`config.mk`:
```
export PLATFORM = sky130hd
export DESIGN_NAME = fetch_queue
export DESIGN_NICKNAME = d
export VERILOG_FILES = /design/src/rtl/fetch_pkg.sv /design/src/rtl/fetch_fifo.sv /design/src/rtl/fetch_queue.sv
export SDC_FILE = /design/constraint.sdc
export NUM_CORES = 1
export LEC_CHECK = 0
export CORE_UTILIZATION = 40
export CTS_BUF_LIST = sky130_fd_sc_hd__clkbuf_2
export CTS_CLUSTER_DIAMETER = 120
export CTS_CLUSTER_SIZE = 16
export DETAILED_ROUTE_END_ITERATION = 12
export PLACE_DENSITY_LB_ADDON = 0.05
export SLEW_MARGIN = 15
export SYNTH_ARGS = -nofsm -noshare
export SYNTH_HDL_FRONTEND = slang
export SYNTH_SLANG_ARGS = --single-unit
```
`constraint.sdc`:
```
create_clock -name clk -period 3.1 [get_ports clk]
set_clock_uncertainty 0.2 [all_clocks]
set_input_delay 0.465 -clock clk [delete_from_list [all_inputs] [get_ports clk]]
set_output_delay 0.465 -clock clk [all_outputs]
set_load 0.02 [all_outputs]
```
`src/rtl/fetch_pkg.sv`:
```
// Shared types and constants for the instruction-fetch front end.
package fetch_pkg;

    typedef struct packed {
        logic [31:0] instr;
        logic [31:0] pc;
    } fetch_entry_t;

    localparam logic [31:0] PC_STEP    = 32'd4;
    localparam logic [31:0] R15_OFFSET = 32'd8;

endpackage

```
`src/rtl/fetch_fifo.sv`:
```
// Small synchronous FIFO of fetched {instr, pc} entries with flush.
module fetch_fifo
    import fetch_pkg::*;
#(
    parameter int DEPTH = 4
) (
    input  logic                     clk,
    input  logic                     reset,
    input  logic                     push,
    input  fetch_entry_t             push_data,
    input  logic                     pop,
    input  logic                     clear,
    output logic [$clog2(DEPTH):0]   count,
    output fetch_entry_t             head
);

    localparam int AW = $clog2(DEPTH);

    fetch_entry_t   mem [DEPTH];
    logic [AW-1:0]  rd_ptr;
    logic [AW-1:0]  wr_ptr;

    // Storage is reset too so the head reads as zero straight out of reset.
    always_ff @(posedge clk or negedge reset) begin
        if (!reset) begin
            rd_ptr <= '0;
            wr_ptr <= '0;
            count  <= '0;
            for (int i = 0; i < DEPTH; i++) mem[i] <= '0;
        end else if (clear) begin
            rd_ptr <= '0;
            wr_ptr <= '0;
            count  <= '0;
        end else begin
            if (push) begin
                mem[wr_ptr] <= push_data;
                wr_ptr      <= wr_ptr + 1'b1;
            end
            if (pop) rd_ptr <= rd_ptr + 1'b1;
            if (push && !pop)      count <= count + 1'b1;
            else if (pop && !push) count <= count - 1'b1;
        end
    end

    assign head = mem[rd_ptr];

endmodule

```
`src/rtl/fetch_queue.sv`:
```
// Fetch front end: owns the PC, issues single-outstanding IMEM requests and
// buffers returned instructions for Decode.
module fetch_queue
    import fetch_pkg::*;
#(
    parameter int          DEPTH    = 4,
    parameter logic [31:0] PC_RESET = 32'h0000_0000
) (
    input  logic        clk,
    input  logic        reset,
    input  logic        redirect,
    input  logic [31:0] redirect_pc,
    output logic        imem_req,
    output logic [31:0] imem_addr,
    input  logic        imem_valid,
    input  logic [31:0] imem_rdata,
    input  logic        stall_d,
    output logic        valid_d,
    output logic [31:0] instr_d,
    output logic [31:0] pc_d,
    output logic [31:0] pcplus8_d
);

    localparam int              CW         = $clog2(DEPTH) + 1;
    localparam logic [CW:0]     FULL_LEVEL = (CW + 1)'(DEPTH);

    logic [31:0]   fetch_pc;
    logic [31:0]   req_pc;
    logic          outstanding;
    logic          drop;
    logic [CW-1:0] count;
    logic [CW:0]   occupancy;
    fetch_entry_t  head;
    fetch_entry_t  push_data;
    logic          resp;
    logic          push;
    logic          pop;
    logic          issue;

    // A stray imem_valid with nothing in flight is ignored.
    assign resp      = imem_valid && outstanding;
    assign push      = resp && !drop && !redirect;
    assign push_data = '{instr: imem_rdata, pc: req_pc};

    // The in-flight request already owns a slot; a same-cycle pop is not credited.
    assign occupancy = {1'b0, count} + {{CW{1'b0}}, outstanding};
    assign issue     = reset && !redirect && (!outstanding || imem_valid)
                       && (occupancy < FULL_LEVEL);

    assign imem_req  = issue;
    assign imem_addr = fetch_pc;

    assign valid_d   = (count != '0) && !redirect;
    assign pop       = valid_d && !stall_d;
    assign instr_d   = head.instr;
    assign pc_d      = head.pc;
    assign pcplus8_d = head.pc + R15_OFFSET;

    always_ff @(posedge clk or negedge reset) begin
        if (!reset) begin
            fetch_pc    <= PC_RESET;
            req_pc      <= '0;
            outstanding <= 1'b0;
            drop        <= 1'b0;
        end else begin
            if (redirect)   fetch_pc <= redirect_pc;
            else if (issue) fetch_pc <= fetch_pc + PC_STEP;

            if (issue) req_pc <= fetch_pc;

            if (issue)     outstanding <= 1'b1;
            else if (resp) outstanding <= 1'b0;

            // A request still in flight at redirect returns stale data.
            if (redirect)  drop <= outstanding && !imem_valid;
            else if (resp) drop <= 1'b0;
        end
    end

    fetch_fifo #(.DEPTH(DEPTH)) u_fifo (
        .clk       (clk),
        .reset     (reset),
        .push      (push),
        .push_data (push_data),
        .pop       (pop),
        .clear     (redirect),
        .count     (count),
        .head      (head)
    );

    a_no_orphan_resp: assert property (@(posedge clk) disable iff (!reset)
        imem_valid |-> outstanding);

endmodule

```
**Word-level counts from Yosys, hierarchy flattened**

Index checks and enable logic that the tools add are counted.

- Multiplexer cells: 18
- Bitwise operators: 3
- Add/sub/neg operators: 7
- $lt $le $gt $ge: 4
- Reduce and logical (&&, ||, !) cells: 28

Operator list:

| cell | count |
|---|---|
| 256-bit bitwise mux | 1 |
| 64-bit 2-to-1 mux | 3 |
| 64-bit binary-select mux with 2-bit select | 1 |
| 64-bit demux with 2-bit select | 1 |
| 32-bit 2-to-1 mux | 2 |
| 32-bit by 3-bit adder with 32-bit output (second input constant) | 1 |
| 32-bit by 4-bit adder with 32-bit output (second input constant) | 1 |
| 1-bit logical AND | 12 |
| 2-bit nonzero test | 5 |
| 3-bit 2-to-1 mux | 3 |
| 2-bit 2-to-1 mux | 4 |
| 1-bit logical NOT | 7 |
| 3-bit greater-or-equal comparator (second input constant) | 2 |
| 2-bit inverter with 3-bit output | 2 |
| 3-bit nonzero test | 2 |
| 2-bit by 1-bit adder with 2-bit output (second input constant) | 2 |
| 3-bit by 1-bit adder with 4-bit output | 1 |
| 4-bit by 3-bit less-than comparator with 1-bit output (second input constant) | 1 |
| 3-bit by 1-bit adder with 3-bit output (second input constant) | 1 |
| 3-bit by 1-bit less-than comparator with 1-bit output (second input constant) | 1 |
| 1-bit 2-to-1 mux | 3 |
| 3-bit by 1-bit subtractor with 3-bit output (second input constant) | 1 |
| 2-bit AND reduction | 1 |
| 1-bit logical OR | 1 |
| 1-bit inverter | 1 |

- Word-level logic and storage cells: 75
- Input bits: 69
- Flip-flop bits (word level): 329
- Output and inout bits: 130

**Depth between registers and ports, before layout**

- Depth after elaboration: 8
- Gate-level depth with buffers: 9
- Depth with buffers taken out: 7

**Modules after synthesis**

A second synthesis with hierarchy kept.

- Cells, all modules: 1016
- Area total of the unflattened synthesis: 16380.7 sq um

Modules (own cells, without submodules):

| module | seq. area each (sq um) | times used | cells an instance | area each (sq um) |
|---|---|---|---|---|
| fetch_fifo | 6581.3 | 1 | 658 | 12705.9 |
| fetch_queue | 1651.6 | 1 | 358 | 3674.8 |

**Worst setup path before layout**

OpenSTA, ideal clock, no wires.

- Kind: register to output
- Start point: reg u_fifo.rd_ptr[0]
- End point: out pcplus8_d[27]
- Arrival: 2.558 ns
- Path slack: -0.123 ns
- Data required time: 2.435 ns
- Path buffers: 3
- Stages on the path, launching flop included: 10
- Cell sequence: dfrtp_1 -> buf_6 -> buf_12 -> mux4_2 -> ha_1 -> nand2_1 -> or4_1 -> buf_6 -> nor4_4 -> xor2_1

- Cells in the longest elaborated chain, start to end: 5

Ends and longest elaborated chain:

| what | line | text |
|---|---|---|
| start: declaration | fetch_fifo.sv:20 | `logic [AW-1:0] rd_ptr;` |
| start signal: assignment | fetch_fifo.sv:39 | `if (pop) rd_ptr <= rd_ptr + 1'b1;` |
| 2-bit inverter with 3-bit output (implied by the code) | fetch_fifo.sv:45 | `assign head = mem[rd_ptr];` |
| 64-bit binary-select mux with 2-bit select | fetch_fifo.sv:45 |  |
| 64-bit 2-to-1 mux (implied by the code) (2 in a row) | fetch_fifo.sv:45 |  |
| via pc_d[4] | fetch_queue.sv:20 | `output logic [31:0] pc_d,` |
| 32-bit by 4-bit adder with 32-bit output | fetch_queue.sv:57 | `assign pcplus8_d = head.pc + R15_OFFSET;` |
| end: declaration | fetch_queue.sv:21 | `output logic [31:0] pcplus8_d` |

The timed path passes the listed nets, and every way through them passes these cells. The select of a mux whose other input is x is not followed.

**Worst setup path after layout**

- Start point: reg u_fifo.rd_ptr[0]
- End point: out pcplus8_d[27]

- Cells in the longest elaborated chain, start to end: 5

Ends and longest elaborated chain:

| what | line |
|---|---|
| 2-bit inverter with 3-bit output (implied by the code) | fetch_fifo.sv:45 |
| 64-bit binary-select mux with 2-bit select | fetch_fifo.sv:45 |
| 64-bit 2-to-1 mux (implied by the code) (2 in a row) | fetch_fifo.sv:45 |
| 32-bit by 4-bit adder with 32-bit output | fetch_queue.sv:57 |

No other way between the ends. The select of a mux whose other input is x is not followed.

==> parameters.txt <==
Parameter                              Value

Die
  I/O pin cnt ... between 150 and 200
  Die Width ... 196 um
  Initial Utilization ... between 40% and 50%
  DIE HEIGHT ... a little under 200 um
  # rows ... 70
  Floorplan Core Area ... approximately 37000 um2
  Die footprint ... ~38000 um2

STA
  Final period demand of the worst path ... 4010 ps
  Setup-failing EPs final ... slightly above 90
  Maximum frequency from static timing analysis ... 250 MHz
  Slew @ Worst Pin ... about 900 ps
  Worst rel slew slack ... 39.3%
  Final Slew Violations ... 0
  RSZ-0062 raised after global routing ... true
  Post-route worst setup slack ... -908 ps
  Crit share post-route ... 129%
  Hold Violations, Final ... 0

Routing
  Vias per Instance ... between 5 and 6
  Number of detailed-route iterations in the first pass ... 6
  Wire length after detailed routing ... roughly 37000 um
  Vias after detailed routing ... approximately 9500
  Amount of wire on met2 after detailed routing ... 17800 um
  Routed len/inst ... between 20 and 25 um
  Max layer used ... met5
  Sum of routed wire segments on met1 ... between 15000 and 20000 um
  DR iter-0 viols ... around 420
  Met3 WL post-DR ... 1500 um
  Residual DRC count ... 0
  Post-route ant nets ... 0

Cells and area
  Commonest non-fill, non-tap cell in the layout ... dfrtp_1
  Net count reported at finish ... around 1400
  Most frequent cells in the layout ... dfrtp_1 (325), mux2_2 (291), clkdlybuf4s50_1 (98)
  Filler instances ... 3248
  Post-layout utilization of the core ... 52.2%
  Layout cells sized above 1 ... 40.7%
  Growth of design area from synthesis to finish ... 28.1%

Clock network
  Number of H-tree branching levels ... 1
  Clock sink total ... 329
  Latest clock arrival within the worst-skew pair ... 910 ps
  Clock tree from TritonCTS ... done
  Clock buffer depth ... 3
  Total clock buffers created by CTS ... 24
  Clock slew at reported path FFs ... about 300 ps
  Cell at the root of the clock tree ... clkbuf_2

Logic synthesis
  Post-synthesis sequential area ratio ... between 50% and 60%
  Cell area after synthesis ... 15000 um2
  Number of instances in the synthesized netlist ... roughly 1000
  Ranking of synthesized cells by area ... dfrtp_1 (55%), mux2_2 (22%), mux4_2 (8.9%)
  Largest area contributor in the synthesized netlist ... dfrtp_1
  Proportion of netlist area held by the largest area contributor ... between 50% and 60%
  Number of enable flip-flop cells after synthesis ... 0
  Ys flop type ... dfrtp_1
  Number of register bits inferred by synthesis ... ~330
  Library cells used by synthesis ... 46
  Warning count from the yosys run ... 0
  Share of flip-flops with an asynchronous set or reset after synthesis ... 100%
  Mapped Avg Cell Area ... approximately 15 um2
  Syn_nets ... 1099

Global route
  Maximum number of pins on one net before global-route repair ... 165
  Total global-route track usage ... about a fifth
  Number of antenna violations at the first check in global routing ... 3
  Via count of the first global-routing pass ... ~10000
  GRT overflow ... 0
  Wire length of the first global-routing pass ... between 50000 and 60000 um

Place
  Half-perimeter wire length after detailed placement ... approximately 24000 um
  Count of input and output buffers ... 198
  Post-Place Worst Slack ... -423 ps
  RePlAce Congestion ... ~0.77

Flow run
  Max_cap viols ... 0

Status
  Outcome ... complete, but fails checks
  Violations in the final reports ... negative setup slack

Worst setup path
  Critical Path AT ... ~3300 ps
  Maximum fanout encountered on the critical timing path ... 8
  Setup crit start kind ... flip-flop
  Critical path type ... reg2out
  Worst setup EP type ... primary output
  Required time reported for the critical path endpoint ... ~2400 ps

Power and ir drop
  Pleak ... roughly 9 nW
  Largest vdd supply drop ... 0.418 mV
  Pwr Density ... a little under 700 nW/um2

Hold path
  Classification of the worst-slack hold path ... in2async
==> sequential cells by signal, indices dropped and copies added, names as in the netlist <==
name / cells
u_fifo.mem: 256
req_pc: 32
imem_addr: 32
outstanding: 1
drop: 1
u_fifo.rd_ptr: 2
u_fifo.count: 3
u_fifo.wr_ptr: 2
==> final cells by class <==
| type | instances | area [um2] | share of cell area, % |
|---|---|---|---|
| diodes | 2 | 5.00 | 0.0260 |
| clock buffers | 26 | 130 | 0.677 |
| clock inverters | 1 | 8.76 | 0.0456 |
| inverters | 14 | 52.6 | 0.273 |
| multi-input cells | 621 | 6590 | 34.3 |
| flip-flops and latches | 329 | 8240 | 42.9 |
| well taps | 468 | 586 | 3.05 |
| repair buffers | 354 | 3610 | 18.8 |
==> cells in the mapped netlist, drive strengths merged (14+ instances only) <==
cell,n
mux4,64
xnor2,39
clkbuf,40
nand2,52
xor2,19
nand4,15
nor2,22
inv,14
mux2,291
o21ai,29
nand3,21
buf,19
dfrtp,329
nor3,17
==> per-stage QoR <==
stage / std cells / total power [mW] / area, um2 / TNS (ps) / hold WS (ps)
floorplan: 1023 / 9.20 / 15100 / -17.4 / -30.6
global placement: 1710 / 12.0 / 18200 / -7030 / 85.1
detailed placement: 1710 / 12.0 / 18200 / -7340 / 83.1
CTS: 1810 / 13.6 / 19000 / -74120 / 22.4
global route: 1814 / 14.1 / 19200 / -53090 / 108
finish: 1815 / 13.4 / 19200 / -38310 / 75.5
==> worst max-delay path, cell delays in order, from the launching register on <==
cell,delay (ps)
dfrtp_4,560
buf_2,200
mux4_2,390
nand4_4,120
or4_4,540
buf_8,170
nor4_4,180
xor2_2,150
buf_4,150
==> power by group <==
part	switching (mW)	internal, mW
logic	2.79	3.21
registers	0.623	5.20
clock network	1.31	0.224
total	4.72	8.64
==> per-layer routing <==
layer / vias up / GRT usage, %
li1: 4349 / -
met1: 4985 / 28.1
met2: 161 / 32.4
met3: 37 / 2.56
met4: 2 / 3.44
met5: - / 0
==> path summary, 6_finish.rpt <==
check,cells past startpoint,from,slack [ps],end
max in group asynchronous,3,reset,1840,u_fifo.rd_ptr[0]
hold reg to reg,1,u_fifo.mem[100],340,u_fifo.mem[100]
setup reg to reg,5,outstanding,540,u_fifo.mem[158]
min in group clk,4,imem_valid,230,drop
hold / removal,3,reset,80,req_pc[11]
setup / recovery,8,u_fifo.rd_ptr[0],-910,pcplus8_d[27]
==> cell families (layout without fill, tap and decap cells) <==
| family | Yosys count | count (layout) | synth area share [%] |
|---|---|---|---|
| AOI/OAI and AO/OA | 39 | 39 | 1.48 |
| xor gates and xnor gates | 58 | 58 | 3.39 |
| adders and majority gates | 7 | 7 | 0.634 |
| buffers and inverters | 73 | 395 | 2.30 |
| DFF | 329 | 329 | 54.9 |
| muxes | 358 | 358 | 31.8 |
| other | 0 | 2 | 0 |
| and+or+nand+nor | 159 | 159 | 5.53 |
==> what timing repair did <==
item                                   in CTS  in global routing
pin swaps                                   3                  4
buffers inserted                            5                  3
setup endpoints to repair                  98                 98
hold buffers                               68                  0
endpoints found under the hold margin     495                  0
resized for setup                         209                 86
Note: power is estimated with default switching activity, not from simulation.
